## config.mk

```make
export PLATFORM = sky130hd
export DESIGN_NAME = univ_shift_register_flat
export DESIGN_NICKNAME = d
export VERILOG_FILES = /design/src/rtl/shift_reg_pkg.sv /design/src/rtl/univ_shift_register_if.sv /design/src/rtl/shift_frame_counter.sv /design/src/rtl/univ_shift_register.sv /design/src/flat_wrapper.sv
export SDC_FILE = /design/constraint.sdc
export NUM_CORES = 1
export LEC_CHECK = 0
export BUFFER_PORTS_ARGS = -buffer_cell sky130_fd_sc_hd__buf_2
export CORE_ASPECT_RATIO = 0.9
export CORE_MARGIN = 5
export CORE_UTILIZATION = 45
export CTS_CLUSTER_SIZE = 25
export DETAILED_ROUTE_END_ITERATION = 6
export PLACE_DENSITY = 0.77
export SYNTH_ARGS = -nofsm -noshare
export SYNTH_HDL_FRONTEND = slang
export SYNTH_SLANG_ARGS = --single-unit
```

## constraint.sdc

```tcl
create_clock -name clk -period 1.5 [get_ports clk]
set_clock_uncertainty 0.15 [all_clocks]
set_input_delay 0.075 -clock clk [delete_from_list [all_inputs] [get_ports clk]]
set_output_delay 0.075 -clock clk [all_outputs]
set_load 0.005 [all_outputs]
```

## src/rtl/shift_reg_pkg.sv

```systemverilog
// rtl/shift_reg_pkg.sv - mode encoding and counter-width helper for the universal shift register
package shift_reg_pkg;

  typedef enum logic [1:0] {
    MODE_HOLD = 2'b00,
    MODE_SHL  = 2'b01,
    MODE_SHR  = 2'b10,
    MODE_LOAD = 2'b11
  } mode_t;

  function automatic int cnt_width(input int width);
    return $clog2(width + 1);
  endfunction

endpackage

```

## src/rtl/univ_shift_register_if.sv

```systemverilog
// rtl/univ_shift_register_if.sv - control/data bundle for univ_shift_register (rotate present under SHIFT_REG_ROTATE_EN)
interface univ_shift_register_if
  import shift_reg_pkg::*;
#(
  parameter int WIDTH = 8
);
  localparam int CNT_W = cnt_width(WIDTH);

  logic             en;
  mode_t            mode;
  logic             ser_in_l;
  logic             ser_in_r;
  logic [WIDTH-1:0] par_in;
`ifdef SHIFT_REG_ROTATE_EN
  logic             rotate;
`endif
  logic [WIDTH-1:0] par_out;
  logic             ser_out_l;
  logic             ser_out_r;
  logic [CNT_W-1:0] shift_cnt;
  logic             frame_done;

  modport master (
    output en, mode, ser_in_l, ser_in_r, par_in,
`ifdef SHIFT_REG_ROTATE_EN
    output rotate,
`endif
    input  par_out, ser_out_l, ser_out_r, shift_cnt, frame_done
  );

  modport slave (
    input  en, mode, ser_in_l, ser_in_r, par_in,
`ifdef SHIFT_REG_ROTATE_EN
    input  rotate,
`endif
    output par_out, ser_out_l, ser_out_r, shift_cnt, frame_done
  );

endinterface

```

## src/rtl/shift_frame_counter.sv

```systemverilog
// rtl/shift_frame_counter.sv - counts shifts per frame, wraps at WIDTH and pulses frame_done on the wrap
module shift_frame_counter
  import shift_reg_pkg::*;
#(
  parameter int WIDTH = 8,
  localparam int CNT_W = cnt_width(WIDTH)
) (
  input  logic             clk,
  input  logic             reset,
  input  logic             en,
  input  logic             shift,
  input  logic             clear,
  output logic [CNT_W-1:0] shift_cnt,
  output logic             frame_done
);

  localparam logic [CNT_W-1:0] LAST = CNT_W'(WIDTH - 1);

  logic [CNT_W-1:0] cnt;
  logic             done;

  always_ff @(posedge clk) begin
    if (reset) begin
      cnt  <= '0;
      done <= 1'b0;
    end else if (en) begin
      if (clear) begin
        cnt  <= '0;
        done <= 1'b0;
      end else if (shift) begin
        // the WIDTH-th shift wraps the count instead of showing WIDTH
        if (cnt == LAST) begin
          cnt  <= '0;
          done <= 1'b1;
        end else begin
          cnt  <= cnt + CNT_W'(1);
          done <= 1'b0;
        end
      end else begin
        done <= 1'b0;
      end
    end else begin
      done <= 1'b0;
    end
  end

  assign shift_cnt  = cnt;
  assign frame_done = done;

endmodule

```

## src/rtl/univ_shift_register.sv

```systemverilog
// rtl/univ_shift_register.sv - universal shift register with load/hold/shift and frame counter; SHIFT_REG_ROTATE_EN adds rotation
module univ_shift_register
  import shift_reg_pkg::*;
#(
  parameter int WIDTH = 8
) (
  input logic                   clk,
  input logic                   reset,
  univ_shift_register_if.slave  bus
);

  logic [WIDTH-1:0] q;
  logic [WIDTH-1:0] q_next;
  logic             fill_l;
  logic             fill_r;

  always_comb begin
    fill_l = bus.ser_in_l;
    fill_r = bus.ser_in_r;
`ifdef SHIFT_REG_ROTATE_EN
    if (bus.rotate) begin
      fill_l = q[WIDTH-1];
      fill_r = q[0];
    end
`endif
    q_next = q;
    case (bus.mode)
      MODE_SHL:  q_next = {q[WIDTH-2:0], fill_l};
      MODE_SHR:  q_next = {fill_r, q[WIDTH-1:1]};
      MODE_LOAD: q_next = bus.par_in;
      default:   q_next = q;
    endcase
  end

  always_ff @(posedge clk) begin
    if (reset) begin
      q <= '0;
    end else if (bus.en) begin
      q <= q_next;
    end
  end

  assign bus.par_out   = q;
  assign bus.ser_out_l = q[WIDTH-1];
  assign bus.ser_out_r = q[0];

  shift_frame_counter #(
    .WIDTH (WIDTH)
  ) u_counter (
    .clk        (clk),
    .reset      (reset),
    .en         (bus.en),
    .shift      ((bus.mode == MODE_SHL) || (bus.mode == MODE_SHR)),
    .clear      (bus.mode == MODE_LOAD),
    .shift_cnt  (bus.shift_cnt),
    .frame_done (bus.frame_done)
  );

endmodule
```

## src/flat_wrapper.sv

```systemverilog
// flat-port wrapper written by rule: the top's interface ports become plain ports
module univ_shift_register_flat import shift_reg_pkg::*;
#(
  parameter int WIDTH = 8
)
  (clk, reset, bus_en, bus_mode, bus_ser_in_l, bus_ser_in_r, bus_par_in, bus_par_out, bus_ser_out_l, bus_ser_out_r, bus_shift_cnt, bus_frame_done);
  univ_shift_register_if #(.WIDTH(WIDTH)) bus_i ();
  input logic clk;
  input logic reset;
  input wire logic [$bits(bus_i.en)-1:0] bus_en;
  input wire logic [$bits(bus_i.mode)-1:0] bus_mode;
  input wire logic [$bits(bus_i.ser_in_l)-1:0] bus_ser_in_l;
  input wire logic [$bits(bus_i.ser_in_r)-1:0] bus_ser_in_r;
  input wire logic [$bits(bus_i.par_in)-1:0] bus_par_in;
  output wire logic [$bits(bus_i.par_out)-1:0] bus_par_out;
  output wire logic [$bits(bus_i.ser_out_l)-1:0] bus_ser_out_l;
  output wire logic [$bits(bus_i.ser_out_r)-1:0] bus_ser_out_r;
  output wire logic [$bits(bus_i.shift_cnt)-1:0] bus_shift_cnt;
  output wire logic [$bits(bus_i.frame_done)-1:0] bus_frame_done;
  assign bus_i.en = bus_en;
  assign bus_i.mode = bus_mode;
  assign bus_i.ser_in_l = bus_ser_in_l;
  assign bus_i.ser_in_r = bus_ser_in_r;
  assign bus_i.par_in = bus_par_in;
  assign bus_par_out = bus_i.par_out;
  assign bus_ser_out_l = bus_i.ser_out_l;
  assign bus_ser_out_r = bus_i.ser_out_r;
  assign bus_shift_cnt = bus_i.shift_cnt;
  assign bus_frame_done = bus_i.frame_done;
  univ_shift_register #(.WIDTH(WIDTH)) u_core (.clk(clk), .reset(reset), .bus(bus_i));
endmodule
```

== Word level (Yosys, flattened, before mapping) ==
Cells that the tools add are included.
Widths: inputs -> output; s select.

* RAM bits: 0
* Bits of input ports: 15
* Memory bits (read-only): 0
* Word-level logic and storage cells: 21
* Memories kept: 0
* Output and inout port bits: 15
* Register bits: 13
* Latch bits: 0

* Reduce and logical (&&, ||, !) cells: 6
* Bitwise gates (word level): 2
* Equal/unequal tests: 4
* Multipliers: 0
* $lt $le $gt $ge: 0
* Shift operators: 0
* Add/sub/neg operators: 1
* Div/mod/pow operators: 0
* Multiplexer cells: 5

{| class="wikitable"
|+ Operator list
! kind !! count
|-
| $pmux 8 s3 || 1
|-
| $mux 4 || 3
|-
| $add 4x1->4 const B || 1
|-
| $eq 2x2->1 const B || 2
|-
| $eq 4x3->1 const B || 1
|-
| $reduce_and 2->1 || 2
|-
| $reduce_or 4->1 || 1
|-
| $reduce_bool 3->1 || 1
|-
| $eq 2x1->1 const B || 1
|-
| $not 1->1 || 2
|-
| $reduce_bool 2->1 || 1
|-
| $logic_or 1x1->1 || 1
|-
| $mux 1 || 1
|}

== Depth between registers and ports, before layout ==
Gate-level depths: netlist of run 1.

* Depth after elaboration: 4
* Gate-level depth with buffers: 7
* Mapped depth without buffers: 5

== By module ==
Synthesis of run 1 repeated with hierarchy kept, for this count alone.

* Cell total of the unflattened synthesis: 82
* Area total of the unflattened synthesis: 735.7 um^2

{| class="wikitable"
|+ Modules (own cells, without submodules)
! module !! cells each !! seq. area each (um^2) !! instances !! area each (um^2)
|-
| univ_shift_register || 56 || 160.2 || 1 || 503.0
|-
| shift_frame_counter || 26 || 100.1 || 1 || 232.7
|}

== Least setup slack after synthesis of run 1 ==
No wires, ideal clock.

* Path type: register to register
* Start: reg u_core.u_counter.cnt[0] (netlist: u_core.u_counter.shift_cnt[0])
* End: reg u_core.u_counter.cnt[2] (netlist: u_core.u_counter.shift_cnt[2])
* Arrival: 1.169 ns
* Path slack: 0.112 ns
* Setup time: 0.070 ns
* Stages on the path, launching flop included: 4
* Period minus slack after synthesis: 1.388 ns
* Cells stage by stage: dfxtp_1 > ha_1 > or4b_1 > a21oi_1

* Cells in the longest elaborated chain, start to end: 4
* Elaborated cells on any way between the ends: 5
* Those cells by class: add/sub: 1; eq/ne: 1; mux: 3

{| class="wikitable"
|+ Ends and longest elaborated chain
! element !! RTL line !! source
|-
| start: declaration || shift_frame_counter.sv:19 || <nowiki>logic [CNT_W-1:0] cnt;</nowiki>
|-
| start signal: assignment || shift_frame_counter.sv:36 || <nowiki>cnt <= cnt + CNT_W'(1);</nowiki>
|-
| $add 4x1->4 or $eq 4x3->1 (tied branches) || shift_frame_counter.sv:36, shift_frame_counter.sv:32 ||
|-
| $mux 4 (*) || shift_frame_counter.sv:32 || <nowiki>if (cnt == LAST) begin</nowiki>
|-
| $mux 4 (*) || shift_frame_counter.sv:30 || <nowiki>end else if (shift) begin</nowiki>
|-
| $mux 4 (*) || shift_frame_counter.sv:27 || <nowiki>if (clear) begin</nowiki>
|}

Mark *: on every way between the ends. The rest lies on a longest branch, timed or not. The select of a mux whose other input is x is not followed.
A chain may end at the register's enable or synchronous reset.

== Worst setup path in the final report of run 1 ==
Same ends and word-level chain as after synthesis.

==> results of run 1 <==
sequential cells by signal, summed over array words and instances, names as in the netlist:
signal	cells
u_core.u_counter.frame_done	1
u_core.bus.par_out	8
u_core.u_counter.shift_cnt	4
synth_stat cells, types with 2 or more instances:
| cell type | number |
|---|---|
| ha_1 | 4 |
| inv_1 | 3 |
| a22oi_1 | 8 |
| clkbuf_1 | 2 |
| buf_4 | 3 |
| a21oi_1 | 3 |
| nand3b_1 | 2 |
| nand2_1 | 10 |
| o21ai_0 | 9 |
| dfxtp_1 | 13 |
| nor2_1 | 2 |
| a31oi_1 | 8 |
| nand3_1 | 2 |
logic make-up after synthesis:
kind of cell / synth area share
compound gates: 0.2687
buf+inv: 0.07678
flops: 0.3803
simple gates: 0.2011
fa+ha+maj: 0.07313
worst min-delay path, delay by kind of cell:
family	cells	cell delay (ps)
AOI/OAI and AO/OA	2	230
buffers and inverters	1	80
placed cells by master (no fill, tap or decap), drive strengths merged, types with 4 or more instances in the layout:
cell,n
buf,36
dfxtp,13
dlygate4sd3,11
nand2,10
o21ai,10
a22oi,8
a31oi,8
ha,4
clkbuf,4
routing by layer:
metal / vias to the layer above / part of all wire / GRT usage
li1: 385 / - / -
met1: 347 / 0.43 / 0.1919
met2: 40 / 0.48 / 0.2648
met3: 0 / 0.089 / 0.06984
met4: 0 / 0 / 0.02151
met5: - / 0 / 0
worst paths after layout:
kind / from / to / cells after the start
worst max register to register: u_core.u_counter.shift_cnt[0] / u_core.u_counter.shift_cnt[2] / 3
worst min register to register: u_core.bus.par_out[0] / u_core.bus.par_out[1] / 2
worst min-delay path: bus_par_in[4] / u_core.bus.par_out[4] / 3
worst max-delay path: u_core.u_counter.shift_cnt[0] / u_core.u_counter.shift_cnt[2] / 3
final cells by class:
class                   count  area share
clock buffers               4     0.02638
multi-input cells          58      0.3731
inverters                   3     0.01131
repair buffers             47      0.3090
flip-flops and latches     13      0.2613
well taps                  15     0.01884
through the flow:
step                total power, mW  setup slack (ps)
CTS                          0.7753             36.25
global route                 0.8100             57.80
floorplan                    0.4675             111.6
detailed placement           0.5341             57.53
finish                       0.7687             112.4
global placement             0.5284             131.8
report_power, final:
group	switching [mW]	leakage, nW	internal (mW)
combinational	0.0799	0.338	0.0881
clock	0.115	0.0150	0.103
sequential	0.0173	0.107	0.365
what timing repair did:
action | in CTS | in global routing
setup endpoints to repair | 0 | 1
hold buffers | 11 | 1
endpoints found under the hold margin | 11 | 1
==> key figures, run 1 <==
Status
  • Outcome: complete, no violations

CTS
  • CTS Buffer Depth: 2
  • CTS root buffer: clkbuf_4
  • Clock H-tree levels: 1
  • Clock net sink count: 13
  • Worst skew pair latency: 280 ps
  • CTS tree: built
  • CTS resizes: 0
  • Clock transition at the registers of the reported paths: 80 ps
  • Postcts setup bufs: 0
  • CTS Buf Count: 3

Global routing
  • Initial antenna violation count: 0
  • Largest net degree at the start of global routing: 20
  • Grt total ovfl: 0
  • Vias in the first global route: 656
  • First-pass GRT wire length: 2815 µm
  • GRT Total Usage: 0.1570

Final layout
  • Share of layout cells above drive strength 1: 0.3280
  • Fillcell total: 125
  • Non-Filler Instances: 140
  • Final nets: 145
  • Final Core Density: 0.6880
  • Area growth, synth to finish: 45.52%
  • Footprint of the multi-input gates: 371.6 µm²
  • Non-Filler Cell Area, Final: 996.0 µm²
  • Register area: 260.3 µm²
  • N_diodes: 0

Die
  • Core ar.: 1448 µm²
  • Die height: 47.00 µm
  • Site Rows: 13
  • Die ar.: 2402 µm²
  • Initial Utilization: 0.4728
  • # IOs: 30
  • Die X: 51.11 µm

Synth
  • Avg Cell Area, Syn: 8.555 µm²
  • Syn nets: 99
  • FF+latch count, synth: 13
  • Cell count after synthesis: 80
  • Ys Warns: 0
  • Synth top area share: 0.3803
  • Post-synth top flop: dfxtp_1
  • Synthesized area: 684.4 µm²
  • Async set or reset register ratio after synthesis: 0
  • Seq/Total Area, Yosys: 0.3803
  • Leading area contributor after synthesis: dfxtp_1
  • Synth unique cells: 24
  • Top post-synthesis cells by area: dfxtp_1 (38%), a22oi_1 (8.8%), a31oi_1 (7.3%), ha_1 (7.3%), o21ai_0 (6.6%)
  • Post-synth EDFFs: 0

STA
  • Period utilization: 0.9251
  • Final Setup Violations: 0
  • Final Hold Violating Endpoints: 0
  • Worst slew margin relative to its limit: 0.7511
  • FMAX: 0.7207 GHz
  • Final min period: 1388 ps
  • Setup TNS: 0 ps
  • Worst-Margin Slew: 368.2 ps
  • Fin Hold WS: 7.780 ps
  • Slew Viols, Final: 0
  • RSZ-0062 raised after global routing: no

Job
  • Maxcap violations: 0

Drt
  • DR vias/cell: 5.514
  • Initial DRT Pass Iterations: 4
  • Drt initial violations: 44
  • Wire per inst: 13.77 µm
  • DRT antenna net count: 0
  • Residual DRC: 0
  • Final wirelength: 1928 µm
  • Detailed-route via count: 772

Setup path
  • WP buf/inv: 0
  • Worst endpoint required time: 1570 ps
  • Slowest-stage cell, CP: or4b_1
  • Cell chain of the critical path: ha_1, or4b_1, a21oi_1
  • Worst path max stage delay: 460 ps
  • Crit Path Max Fanout: 5
  • Crit start category: flop
  • CP endpoint kind: flop
  • Top cell family by delay on the critical path: simple AND/OR/NAND/NOR gates
  • Kind of critical path: flop to flop
  • CP arrival: 1460 ps
  • R2R setup slack: 110 ps

Place
  • DP Wirelength: 1376 µm
  • Routability cong.: 0.8517
  • Placed Cells: 125
  • Buffers on Ports: 29
  • Placed Instance Area: 859.6 µm²

Power and ir drop
  • VDD IR max: 591.0 µV
  • Pwr Density: 771.8 nW/µm²
  • Pleak: 0.4595 nW

Min path
  • Hold crit path type: primary input to flop
No activity file was read; power rests on OpenSTA's default activity.
==> inputs of run 2 (changes only) <==
--- a/config.mk
+++ b/config.mk
@@ -7,7 +7,7 @@
 export LEC_CHECK = 0
 export BUFFER_PORTS_ARGS = -buffer_cell sky130_fd_sc_hd__buf_2
 export CORE_ASPECT_RATIO = 0.9
-export CORE_MARGIN = 5
+export CORE_MARGIN = 1
 export CORE_UTILIZATION = 45
 export CTS_CLUSTER_SIZE = 25
 export DETAILED_ROUTE_END_ITERATION = 6
==> run 2 against run 1 <==
  * Die area fell by 30%
  * Total power rose by 1.5%
  * Sequential share of layout area fell by 0.23 points
  * Sequential cell count did not move
  * Global-route usage rose by 9.2 points
  * Routed wire length fell by 3.5%
  * Non-clock buffer count rose by 1
  * Final area rose by 0.88%
  * Worst setup slack improved by 13 ps
  * Sequential power barely moved
  * Via count fell by 0.78%
  * Combinational power barely moved
  * Largest cell class unchanged
  * Largest power group unchanged
==> key figures, run 2 (synthesized netlist as in run 1, its figures left out) <==
Final layout
  • Non-Filler Instances: 140
  • Share of layout cells above drive strength 1: 0.3254
  • Area growth, synth to finish: 46.80%
  • Fillcell total: 95
  • Final nets: 146
  • Footprint of the multi-input gates: 371.6 µm²
  • Most common cell after layout, fill and taps aside: buf_2
  • Most frequent cells in the layout: buf_2 (29), dfxtp_1 (13), dlygate4sd3_1 (12)
  • N_diodes: 0
  • Max FFs per register: 8
  • Register area: 260.3 µm²
  • Final Core Density: 0.7604

Drt
  • Drt initial violations: 27
  • DR vias/cell: 5.471
  • Initial DRT Pass Iterations: 4
  • Wire per inst: 13.29 µm
  • Residual DRC: 0
  • Final wirelength: 1860 µm
  • Detailed-route via count: 766
  • DRT antenna net count: 0

CTS
  • Clock H-tree levels: 1
  • CTS tree: built
  • Worst skew pair latency: 280 ps
  • CTS root buffer: clkbuf_4
  • Clock net sink count: 13
  • Postcts setup bufs: 0
  • Hold Buf Count CTS: 12
  • Clock transition at the registers of the reported paths: 90 ps
  • CTS resizes: 0
  • CTS Buffer Depth: 2
  • CTS Buf Count: 3

Setup path
  • Crit start category: flop
  • Cell chain of the critical path: ha_1, or4b_1, a21oi_1
  • Worst path max stage delay: 450 ps
  • CP arrival: 1440 ps
  • Crit Path Max Fanout: 5
  • R2R setup slack: 130 ps
  • Worst endpoint required time: 1570 ps
  • Kind of critical path: flop to flop
  • Slowest-stage cell, CP: or4b_1
  • CP endpoint kind: flop

Die
  • Die X: 43.11 µm
  • Core ar.: 1321 µm²
  • Die ar.: 1681 µm²
  • # IOs: 30
  • Site Rows: 12
  • Initial Utilization: 0.5180
  • Die height: 39.00 µm

STA
  • RSZ-0062 raised after global routing: no
  • Period utilization: 0.9165
  • Final Setup Violations: 0
  • Fin Hold WS: 136.1 ps
  • Worst slew margin relative to its limit: 0.7333
  • Slew Viols, Final: 0
  • Final min period: 1375 ps
  • Setup TNS: 0 ps
  • Final Hold Violating Endpoints: 0
  • FMAX: 0.7274 GHz
  • Setup slack after layout: 125.2 ps
  • Worst-Margin Slew: 394.6 ps

Status
  • Outcome: complete, no violations

Power and ir drop
  • Pwr Density: 776.9 nW/µm²
  • VDD IR max: 517.8 µV
  • Pleak: 0.4636 nW

Place
  • Pre-CTS setup slack: 104.1 ps
  • Routability cong.: 0.7648
  • Buffers on Ports: 29
  • Placed Cells: 124
  • DP Wirelength: 1175 µm

Global routing
  • First-pass GRT wire length: 3036 µm
  • GRT Total Usage: 0.2492
  • Vias in the first global route: 704
  • Largest net degree at the start of global routing: 20
  • Grt total ovfl: 0
  • Initial antenna violation count: 0

Min path
  • Hold crit path type: primary input to flop

Job
  • Maxcap violations: 0
==> run 2: changes by cell type in the layout (fill, tap and decap cells not counted) <==
| cell | before | now |
|---|---|---|
| dlygate4sd3_1 | 11 | 12 |
==> run 2: path summary, 6_finish.rpt <==
kind	from	to	cells after the start
worst max-delay path	u_core.u_counter.shift_cnt[1]	u_core.u_counter.shift_cnt[2]	3
worst max register to register	u_core.u_counter.shift_cnt[1]	u_core.u_counter.shift_cnt[2]	3
worst min-delay path	bus_mode[1]	u_core.u_counter.frame_done	4
worst min register to register	u_core.bus.par_out[3]	u_core.bus.par_out[4]	2
==> run 2: per-layer routing <==
metal  share of wire  GRT usage  wire length, µm  vias up
li1                -          -                -      390
met1            0.47     0.2926              865      349
met2            0.48     0.4590              887       23
met3           0.044    0.02804               82        4
met4           0.013     0.1136               25        0
met5               0          0                0        -
==> run 2: power by group <==
group          switching, mW  internal, mW  total (mW)
combinational         0.0787        0.0897       0.168
clock                  0.126         0.103       0.230
sequential            0.0179         0.365       0.383
==> run 2: critical path, delay by kind of cell (launching register included) <==
kind                     cells  cell delay, ps
AO/OA/AOI/OAI                1             140
adder cells (fa/ha/maj)      1             230
flip-flops                   1             340
AND/OR/NAND/NOR              1             450
==> run 2: cell type report <==
class / count / area share
Multi-Input combinational cell: 58 / 0.3699
Clock buffer: 4 / 0.02615
Sequential cell: 13 / 0.2590
Tap cell: 14 / 0.01743
Inverter: 3 / 0.01121
Timing Repair Buffer: 48 / 0.3163
==> run 2: through the flow <==
step	power, mW	instance area, µm²
2_1_floorplan	0.4675	684.4
3_3_place_gp	0.5275	858.3
3_5_place_dp	0.5307	858.3
4_1_cts	0.7715	1005
5_1_grt	0.8178	1005
6_report	0.7806	1005
==> inputs of run 3 (changes only) <==
--- a/config.mk
+++ b/config.mk
@@ -6,12 +6,13 @@
 export NUM_CORES = 1
 export LEC_CHECK = 0
 export BUFFER_PORTS_ARGS = -buffer_cell sky130_fd_sc_hd__buf_2
-export CORE_ASPECT_RATIO = 0.9
 export CORE_MARGIN = 1
 export CORE_UTILIZATION = 45
+export CTS_CLUSTER_DIAMETER = 100
 export CTS_CLUSTER_SIZE = 25
 export DETAILED_ROUTE_END_ITERATION = 6
 export PLACE_DENSITY = 0.77
+export RECOVER_POWER = 50
 export SYNTH_ARGS = -nofsm -noshare
 export SYNTH_HDL_FRONTEND = slang
 export SYNTH_SLANG_ARGS = --single-unit
==> run 3 against run 2 <==
  * Worst setup slack got worse by 44 ps
  * Sequential cell count did not move
  * Total power fell by 1.4%
  * Core utilization shrank 3.3 points
  * Non-clock buffer count is 1 lower
  * Clock power is 3% lower
  * Die area hardly changed
  * Worst hold slack improved by 32 ps
  * Clock-buffer cell count is the same
  * Routed wire length up 6.0%
  * Critical endpoint is now u_core.u_counter.shift_cnt[3]
  * Largest cell class unchanged
  * Largest power group unchanged
==> key figures, run 3 (synthesized netlist as in run 1, its figures left out) <==
Status
  • Outcome: complete, no violations

Final layout
  • Non-Filler Cell Area, Final: 982.2 µm²
  • Area growth, synth to finish: 43.51%
  • Footprint of the multi-input gates: 371.6 µm²
  • Fillcell total: 118
  • N_diodes: 0
  • Most frequent cells in the layout: buf_2 (19), dfxtp_1 (13), clkbuf_1 (12), dlygate4sd3_1 (12), nand2_1 (10)
  • Max FFs per register: 8
  • Final nets: 145
  • Most common cell after layout, fill and taps aside: buf_2
  • Non-Filler Instances: 140
  • Register area: 260.3 µm²
  • Share of layout cells above drive strength 1: 0.2320

Setup path
  • Crit start category: primary input
  • Reg2reg end: u_core.u_counter.shift_cnt[3]
  • Crit Path Max Fanout: 6
  • Kind of critical path: primary input to flop
  • CP arrival: 1490 ps
  • Slowest-stage cell, CP: dlygate4sd3_1
  • Cell chain of the critical path: dlygate4sd3_1, buf_2, nor4b_1, nand4_1, o21ai_1
  • Worst reg2reg startpoint: u_core.u_counter.shift_cnt[2]
  • Worst path max stage delay: 540 ps
  • WP buf/inv: 2
  • R2R setup slack: 160 ps
  • Top cell family by delay on the critical path: buffers and inverters
  • R2R depth: 3
  • CP endpoint kind: flop
  • Worst endpoint required time: 1570 ps

Drt
  • Detailed-route via count: 804
  • Final wirelength: 1971 µm
  • DRT antenna net count: 0
  • DR vias/cell: 5.743
  • Residual DRC: 0
  • Initial DRT Pass Iterations: 6
  • Drt initial violations: 38
  • Wire per inst: 14.08 µm

CTS
  • Clock H-tree levels: 1
  • Worst skew pair latency: 280 ps
  • CTS tree: built
  • Clock transition at the registers of the reported paths: 80 ps
  • CTS Buffer Depth: 2
  • CTS Buf Count: 3
  • Clock net sink count: 13
  • CTS root buffer: clkbuf_4
  • Postcts setup bufs: 0

Min path
  • Hold Startpoint: bus_mode[1]
  • Hold crit path type: primary input to flop
  • WHS Endpoint: u_core.u_counter.frame_done
  • Hold path depth: 4

Job
  • Maxcap violations: 0

Power and ir drop
  • Pwr Density: 784.0 nW/µm²
  • Pleak: 0.4146 nW
  • VDD IR max: 545.9 µV

Place
  • Buffers on Ports: 29
  • Placed Instance Area: 852.1 µm²
  • Placed Cells: 124
  • DP Wirelength: 1224 µm
  • Routability cong.: 0.6706

Global routing
  • GRT Total Usage: 0.2615
  • Grt total ovfl: 0
  • Initial antenna violation count: 0
  • Vias in the first global route: 674
  • Largest net degree at the start of global routing: 20
  • First-pass GRT wire length: 2801 µm

Die
  • Die height: 41 µm
  • Die ar.: 1681 µm²
  • # IOs: 30
  • Core ar.: 1350 µm²
  • Initial Utilization: 0.5070
  • Die X: 41 µm
  • Site Rows: 13

STA
  • Worst-Margin Slew: 483.5 ps
  • Setup TNS: 0 ps
  • Period utilization: 0.9460
  • RSZ-0062 raised after global routing: no
  • FMAX: 0.7047 GHz
  • Fin Hold WS: 168.1 ps
  • Final min period: 1419 ps
  • Slew Viols, Final: 0
  • Final Hold Violating Endpoints: 0
  • Final Setup Violations: 0
  • Worst slew margin relative to its limit: 0.6731
[run 3: cell type report]
| class | count | area share |
|---|---|---|
| Tap cell | 15 | 0.01911 |
| Multi-Input combinational cell | 58 | 0.3783 |
| Timing Repair Buffer | 47 | 0.2994 |
| Clock buffer | 4 | 0.02675 |
| Inverter | 3 | 0.01146 |
| Sequential cell | 13 | 0.2650 |
[run 3: metrics by stage]
step                total power [mW]  setup WS [ps]  utilization
floorplan                     0.4675          111.6            -
global placement              0.5233          132.5       0.6311
detailed placement            0.5286          80.34       0.6311
CTS                           0.7674          114.7       0.7322
global route                  0.8104          69.56       0.7275
finish                        0.7700          80.94       0.7275
[run 3: how the worst max path moves through the flow]
| stage | from | endpoint | cells past startpoint |
|---|---|---|---|
| after floorplan | u_core.u_counter.shift_cnt[0] | u_core.u_counter.shift_cnt[2] | 3 |
| after global placement | bus_mode[0] | u_core.u_counter.shift_cnt[2] | 6 |
| after detailed placement | bus_mode[0] | u_core.u_counter.shift_cnt[3] | 5 |
| after CTS | reset | u_core.u_counter.shift_cnt[3] | 5 |
| after global routing | reset | u_core.u_counter.shift_cnt[3] | 5 |
| final | reset | u_core.u_counter.shift_cnt[3] | 5 |
[run 3: timing repair]
action	in CTS	in global routing
hold buffers	11	1
hold endpoints to repair	11	1
resized for setup	0	0
[run 3: worst min-delay path: stages]
cell and delay (ps):
buf_2 110, inv_1 50, ha_1 140, and4_1 190
[run 3: where the power goes]
part           total [mW]  internal [mW]  leakage (nW)  switching, mW
Combinational       0.164         0.0828         0.293         0.0816
Clock               0.223          0.103        0.0150          0.120
Sequential          0.383          0.365         0.107         0.0178
Total               0.770          0.551         0.415          0.219
[run 3: layer usage]
metal | part of all wire | GRT usage | vias to the layer above | routed length (µm)
li1 | - | - | 386 | -
met1 | 0.40 | 0.2671 | 375 | 783
met2 | 0.52 | 0.4609 | 38 | 1025
met3 | 0.063 | 0.07609 | 5 | 125
met4 | 0.019 | 0.1583 | 0 | 37
met5 | 0 | 0 | - | 0
